==> config.mk <==
export PLATFORM = sky130hd
export DESIGN_NAME = telem_tx
export DESIGN_NICKNAME = d
export VERILOG_FILES = /design/src/rtl/telem_pkg.sv /design/src/rtl/telem_tx_uart_tx_byte.sv /design/src/rtl/telem_tx.sv
export SDC_FILE = /design/constraint.sdc
export NUM_CORES = 1
export LEC_CHECK = 0
export BUFFER_PORTS_ARGS = -buffer_cell sky130_fd_sc_hd__buf_2
export CORE_ASPECT_RATIO = 1.2
export CORE_MARGIN = 2
export CORE_UTILIZATION = 48
export DETAILED_ROUTE_END_ITERATION = 8
export GPL_ROUTABILITY_DRIVEN = 1
export GPL_TIMING_DRIVEN = 0
export HOLD_SLACK_MARGIN = 0.03
export PLACE_DENSITY_LB_ADDON = 0.25
export SYNTH_ARGS = -nofsm -noshare
export SYNTH_HDL_FRONTEND = slang
export SYNTH_SLANG_ARGS = --single-unit
==> constraint.sdc <==
create_clock -name clk -period 5.55 [get_ports clk]
set_input_delay 0.555 -clock clk [delete_from_list [all_inputs] [get_ports clk]]
set_output_delay 0.555 -clock clk [all_outputs]
set_load 0.02 [all_outputs]
==> src/rtl/telem_pkg.sv <==
// Shared constants, state encoding and packet byte mapping for the telemetry transmitter.
// Define TELEM_CHKSUM_EN to append an inverted 8-bit checksum byte to each packet.
package telem_pkg;

  localparam logic [7:0] TELEM_HDR = 8'hA5;

`ifdef TELEM_CHKSUM_EN
  localparam int unsigned NBYTES = 7;
`else
  localparam int unsigned NBYTES = 6;
`endif

  localparam int unsigned IDX_W = $clog2(NBYTES);

  localparam int unsigned FLAG_BATT_LOW  = 0;
  localparam int unsigned FLAG_OVR_SPD   = 1;
  localparam int unsigned FLAG_EN_STEER  = 2;
  localparam int unsigned FLAG_RIDER_OFF = 3;

  typedef enum logic [1:0] {IDLE, LOAD, SEND, DONE} telem_st_t;

  typedef struct packed {
    logic [11:0] batt;
    logic [10:0] lft_spd;
    logic [10:0] rght_spd;
    logic        lft_rev;
    logic        rght_rev;
    logic [3:0]  flags;
  } telem_snap_t;

  // Byte k of the packet payload (header plus data bytes; checksum handled by the caller)
  function automatic logic [7:0] pkt_byte(input telem_snap_t s, input logic [IDX_W-1:0] idx);
    case (idx)
      IDX_W'(0): pkt_byte = TELEM_HDR;
      IDX_W'(1): pkt_byte = s.batt[11:4];
      IDX_W'(2): pkt_byte = {s.batt[3:0], s.flags[FLAG_RIDER_OFF], s.flags[FLAG_EN_STEER],
                             s.flags[FLAG_OVR_SPD], s.flags[FLAG_BATT_LOW]};
      IDX_W'(3): pkt_byte = s.lft_spd[10:3];
      IDX_W'(4): pkt_byte = {s.lft_spd[2:0], s.rght_spd[10:6]};
      IDX_W'(5): pkt_byte = {s.rght_spd[5:0], s.lft_rev, s.rght_rev};
      default:   pkt_byte = 8'h00;
    endcase
  endfunction

endpackage

==> src/rtl/telem_tx_uart_tx_byte.sv <==
// 8N1 byte serializer: start bit, 8 data bits LSB first, stop bit, each BAUD_DIV clks.
module uart_tx_byte #(
  parameter int unsigned BAUD_DIV = 2604
) (
  input  logic       clk,
  input  logic       rst_n,
  input  logic       start,
  input  logic [7:0] din,
  output logic       TX,
  output logic       tx_busy,
  output logic       byte_done
);

  localparam int unsigned BW = (BAUD_DIV > 1) ? $clog2(BAUD_DIV) : 1;

  logic [BW-1:0] baud_cnt;
  logic [3:0]    bit_cnt;
  logic [8:0]    shreg;

  // byte_done is raised one clk early so it is high during the last clk of the stop bit
  always_ff @(posedge clk or negedge rst_n) begin
    if (!rst_n) begin
      TX        <= 1'b1;
      tx_busy   <= 1'b0;
      byte_done <= 1'b0;
      baud_cnt  <= '0;
      bit_cnt   <= '0;
      shreg     <= '1;
    end else begin
      byte_done <= 1'b0;
      if (start) begin
        TX       <= 1'b0;
        shreg    <= {1'b1, din};
        tx_busy  <= 1'b1;
        baud_cnt <= '0;
        bit_cnt  <= '0;
      end else if (tx_busy) begin
        if (bit_cnt == 4'd9 && baud_cnt == BW'(BAUD_DIV - 2))
          byte_done <= 1'b1;
        if (baud_cnt == BW'(BAUD_DIV - 1)) begin
          baud_cnt <= '0;
          if (bit_cnt == 4'd9) begin
            TX      <= 1'b1;
            tx_busy <= 1'b0;
            bit_cnt <= '0;
          end else begin
            TX      <= shreg[0];
            shreg   <= {1'b1, shreg[8:1]};
            bit_cnt <= bit_cnt + 4'd1;
          end
        end else begin
          baud_cnt <= baud_cnt + BW'(1);
        end
      end
    end
  end

endmodule

==> src/rtl/telem_tx.sv <==
// Telemetry transmitter: snapshots rider/motor status and sends it as a UART packet.
// Define TELEM_CHKSUM_EN to append B6 = ~(B1+..+B5).
module telem_tx
  import telem_pkg::*;
#(
  parameter int unsigned BAUD_DIV = 2604
) (
  input  logic        clk,
  input  logic        rst_n,
  input  logic        snap,
  input  logic [11:0] batt,
  input  logic [10:0] lft_spd,
  input  logic [10:0] rght_spd,
  input  logic        lft_rev,
  input  logic        rght_rev,
  input  logic [3:0]  flags,
  output logic        TX,
  output logic        busy,
  output logic        pkt_done
);

  telem_st_t        state;
  telem_snap_t      shadow;
  logic [IDX_W-1:0] byte_idx;
  logic [7:0]       cur_byte;
  logic             start_c;
  logic             tx_busy;
  logic             byte_done;
`ifdef TELEM_CHKSUM_EN
  logic [7:0]       csum;
`endif

  // Byte mux over the shadow register
  always_comb begin
    cur_byte = pkt_byte(shadow, byte_idx);
`ifdef TELEM_CHKSUM_EN
    if (byte_idx == IDX_W'(NBYTES - 1))
      cur_byte = ~csum;
`endif
  end

  assign start_c = (state == LOAD) && !tx_busy;

  // Packet sequencer; the LOAD clk sits between consecutive frames with TX idle high
  always_ff @(posedge clk or negedge rst_n) begin
    if (!rst_n) begin
      state    <= IDLE;
      shadow   <= '0;
      byte_idx <= '0;
      busy     <= 1'b0;
      pkt_done <= 1'b0;
`ifdef TELEM_CHKSUM_EN
      csum     <= '0;
`endif
    end else begin
      pkt_done <= 1'b0;
      case (state)
        IDLE: begin
          if (snap) begin
            shadow   <= {batt, lft_spd, rght_spd, lft_rev, rght_rev, flags};
            busy     <= 1'b1;
            byte_idx <= '0;
`ifdef TELEM_CHKSUM_EN
            csum     <= '0;
`endif
            state    <= LOAD;
          end
        end
        LOAD: begin
          if (!tx_busy) begin
`ifdef TELEM_CHKSUM_EN
            if (byte_idx != '0 && byte_idx != IDX_W'(NBYTES - 1))
              csum <= csum + cur_byte;
`endif
            state <= SEND;
          end
        end
        SEND: begin
          if (byte_done) begin
            if (byte_idx == IDX_W'(NBYTES - 1)) begin
              byte_idx <= '0;
              pkt_done <= 1'b1;
              state    <= DONE;
            end else begin
              byte_idx <= byte_idx + IDX_W'(1);
              state    <= LOAD;
            end
          end
        end
        DONE: begin
          busy  <= 1'b0;
          state <= IDLE;
        end
        default: state <= IDLE;
      endcase
    end
  end

  uart_tx_byte #(.BAUD_DIV(BAUD_DIV)) u_ser (
    .clk       (clk),
    .rst_n     (rst_n),
    .start     (start_c),
    .din       (cur_byte),
    .TX        (TX),
    .tx_busy   (tx_busy),
    .byte_done (byte_done)
  );

endmodule

==> results.md <==
- NetSw: 241 uW
- # rows: 34
- DP Worst Slack: 3.29 ns
- CTS tree: done
- Post-route clock period utilization: 41.4%
- Maxcap violations: 0
- Final hold vios: 0
- Area of the multi-input gates: 1660 sq um
- WL per Instance: 16.5 um
- Worst-margin pin slew: 0.842 ns
- Worst-path fanout max: 10
- Largest net degree at the start of global routing: 47
- Nets: 413
- Logic pwr share: 4.2%
- Synth Register Bits: 74
- Internal power: 837 uW
- Post-CTS Setup Bufs: 0
- Fin worst setup slack: 3.25 ns
- Synth Flop Type: dfrtp_1
- Sw frac: ~22%
- Synthesized area per cell: 11.8 sq um
- RSZ-0062 raised after global routing: no
- CTS Buf Count: 9
- Core footprint: roughly 7300 sq um
- Class of the worst hold path: in2async
- Fmax: ~0.43 GHz
- Die area: 8320 sq um
- Post-layout min period: about 2.3 ns
- Clock sinks: 74
- Sequential power share: 52.2%
- Reg area: around 1900 sq um
- Critical path endpoint category: register
- Clk root buf: clkbuf_8
- First-pass GRT wire length: ~13,000 um
- Post-route setup TNS: 0 ns
- Clock latency on the worst-skew pair: 0.35 ns
- Synthesized area: 3650 sq um
- Clk buf depth: 2
- Synthesis warning total: 0
- Ports: 46
- Synth Net Count: around 360
- Die X-Extent: 83.6 um
- Yosys cell types: 54
- H-tree depth: 3
- # hold bufs at CTS: 0
- Placer Congestion: 0.847
- Top cells by area, synth: dfrtp_1 45%, mux2_2 13%, dfstp_2 6.5%
- Leak: 2.04 nW
- Post-route ant nets: 0
- Setup Viol. Count Final: 0
- Max-slew headroom: 43.3%
- DR vias/cell: 5.66
- Synth top area share: 44.6%
- Initial antenna violation count: 0
- Die height: 99.5 um
- Post-synth EDFFs: 0
- Worst vdd ir: around 0.00019 V
- GRT overflow: 0
- Post-DP HPWL: 5590 um
- Cell count after synthesis: 308
- Total GRT Usage: 20.1%
- Critical Path Start Type: register
- Total Wirelength: 7610 um
- Vias in the first global route: ~2.8k
- # fillers: 641
- Fin Clk Skew: 0.00830 ns
- Synth-to-Final Area Change: 16.3%
- PostCTS Resize Cnt: 0
- Iteration-0 DRC Markers: 94
- Slew Viols, Final: 0
- CP Class: reg2reg
- Sequential area share after synthesis: 51.0%
- CP required: 5.82 ns
- Async S/R FF share, synth: 100%
- Routed vias: 2,602
- Remaining DRCs: 0
- Clock Power Share: 43.6%
- Crit path DAT: 2.57 ns
- Power Density: 254 nW/um^2
- Share of cells above drive strength 1: 37.6%
- Clock slew at reported path FFs: approximately 0.08 ns
- Status: finished, final reports clean
- Port Buffer Count: 45
- Area leader, netlist: dfrtp_1
- Initial Util: approximately half
- Drt first pass iters: 4
- # diodes: 0
cells in the final DEF, fill, tap and decap left out, types with 3 or more instances in the layout:
cell | Yosys | final
a21o_1 | 6 | 6
a21oi_1 | 5 | 5
a22o_1 | 3 | 3
a22oi_1 | 4 | 4
a2bb2oi_2 | 4 | 4
a31oi_1 | 5 | 5
a32oi_1 | 4 | 4
and3_1 | 8 | 8
buf_2 | 8 | 52
clkbuf_1 | 7 | 7
clkbuf_8 | 0 | 9
clkinv_4 | 0 | 3
dfrtp_1 | 65 | 65
dfstp_2 | 9 | 9
ha_1 | 5 | 5
inv_1 | 7 | 7
mux2_2 | 42 | 42
mux2i_1 | 10 | 10
nand2_1 | 15 | 15
nand2b_1 | 7 | 7
nand3_1 | 8 | 8
nor2_1 | 13 | 13
nor2b_1 | 5 | 5
nor3_1 | 4 | 4
o21ai_0 | 7 | 7
o21ai_1 | 12 | 12
o2bb2ai_1 | 5 | 5
o31ai_1 | 5 | 5
metal layers:
metal  routed length, um  share of wire (%)  track usage (%)  vias to the layer above
met3                 298                3.9             5.06                       14
met5                   0                  0                0                        -
li1                    -                  -                -                     1251
met4                 141                1.9             7.44                        0
met1                3360                 44             25.5                     1282
met2                3810                 50             33.2                       55
worst paths after layout:
check,startpoint,endpoint,slack [ns],cells after the start
worst max-delay path,byte_idx[1],u_ser.shreg[7],3.25,9
worst min-delay path,rst_n,u_ser.baud_cnt[9],0.12,1
worst max register to register,byte_idx[1],u_ser.shreg[7],3.25,9
worst min register to register,u_ser.TX,u_ser.TX,0.48,2
max in group asynchronous,rst_n,u_ser.shreg[1],4.83,2
min in group clk,batt[4],shadow[32],0.43,2
state kept, by name, indices dropped and copies added (netlist names):
name,count
state,2
shadow,40
u_ser.byte_done,1
u_ser.tx_busy,1
u_ser.bit_cnt,4
byte_idx,3
u_ser.baud_cnt,12
u_ser.TX,1
u_ser.shreg,8
pkt_done,1
busy,1
kinds of logic (layout without fill, tap and decap cells):
family / Yosys count / after routing / synth area share, %
simple gates: 77 / 77 / 12.6
flops: 74 / 74 / 51.0
compound gates: 73 / 73 / 15.3
mux: 53 / 53 / 16.0
buf+inv: 26 / 88 / 3.36
fa+ha+maj: 5 / 5 / 1.71
final cells by class:
| class | instances | area share (%) |
|---|---|---|
| Multi-Input combinational cell | 208 | 39.2 |
| Clock inverter | 7 | 2.42 |
| Sequential cell | 74 | 43.9 |
| Tap cell | 90 | 2.65 |
| Inverter | 8 | 0.708 |
| Clock buffer | 9 | 2.92 |
| Buffer | 18 | 2.18 |
| Timing Repair Buffer | 46 | 6.01 |
power by group through the flow:
stage,logic (mW),registers [mW],clock network [mW]
after CTS,0.0470,0.562,0.481
after detailed placement,0.0469,0.573,0
after global placement,0.0430,0.572,0
after floorplan,0.0166,0.569,0
final,0.0454,0.562,0.470
after global routing,0.0517,0.564,0.511
worst max-delay path, stage by stage, from the launching register on:
cell	delay (ns)
dfrtp_1	0.33
clkbuf_1	0.29
clkbuf_1	0.38
and2_1	0.19
ha_1	0.13
buf_1	0.30
a32oi_1	0.14
a21oi_1	0.19
a221oi_1	0.07
a22oi_1	0.20
cell usage after synthesis, types with 2 or more instances:
library cell	number
a21o_1	6
a21oi_1	5
a21oi_2	2
a22o_1	3
a22oi_1	4
a2bb2oi_2	4
a31oi_1	5
a32o_1	2
a32oi_1	4
and3_1	8
and4_1	2
buf_2	8
buf_6	2
clkbuf_1	7
dfrtp_1	65
dfstp_2	9
ha_1	5
inv_1	7
mux2_2	42
mux2i_1	10
nand2_1	15
nand2b_1	7
nand3_1	8
nand3b_1	2
nand4_1	2
nor2_1	13
nor2b_1	5
nor3_1	4
o21a_1	2
o21ai_0	7
o21ai_1	12
o2bb2ai_1	5
o31ai_1	5
stage by stage:
step	cells	area, sq um	power, mW	utilization (%)	hold slack (ns)
4_1_cts	460	4240	1.09	58.0	0.130
3_5_place_dp	444	4020	0.620	54.9	0.476
2_1_floorplan	308	3650	0.586	-	0.259
3_3_place_gp	443	3990	0.615	54.5	0.463
5_1_grt	460	4240	1.13	58.0	0.142
6_report	460	4240	1.08	58.0	0.123
(Power assumes the default switching activity.)
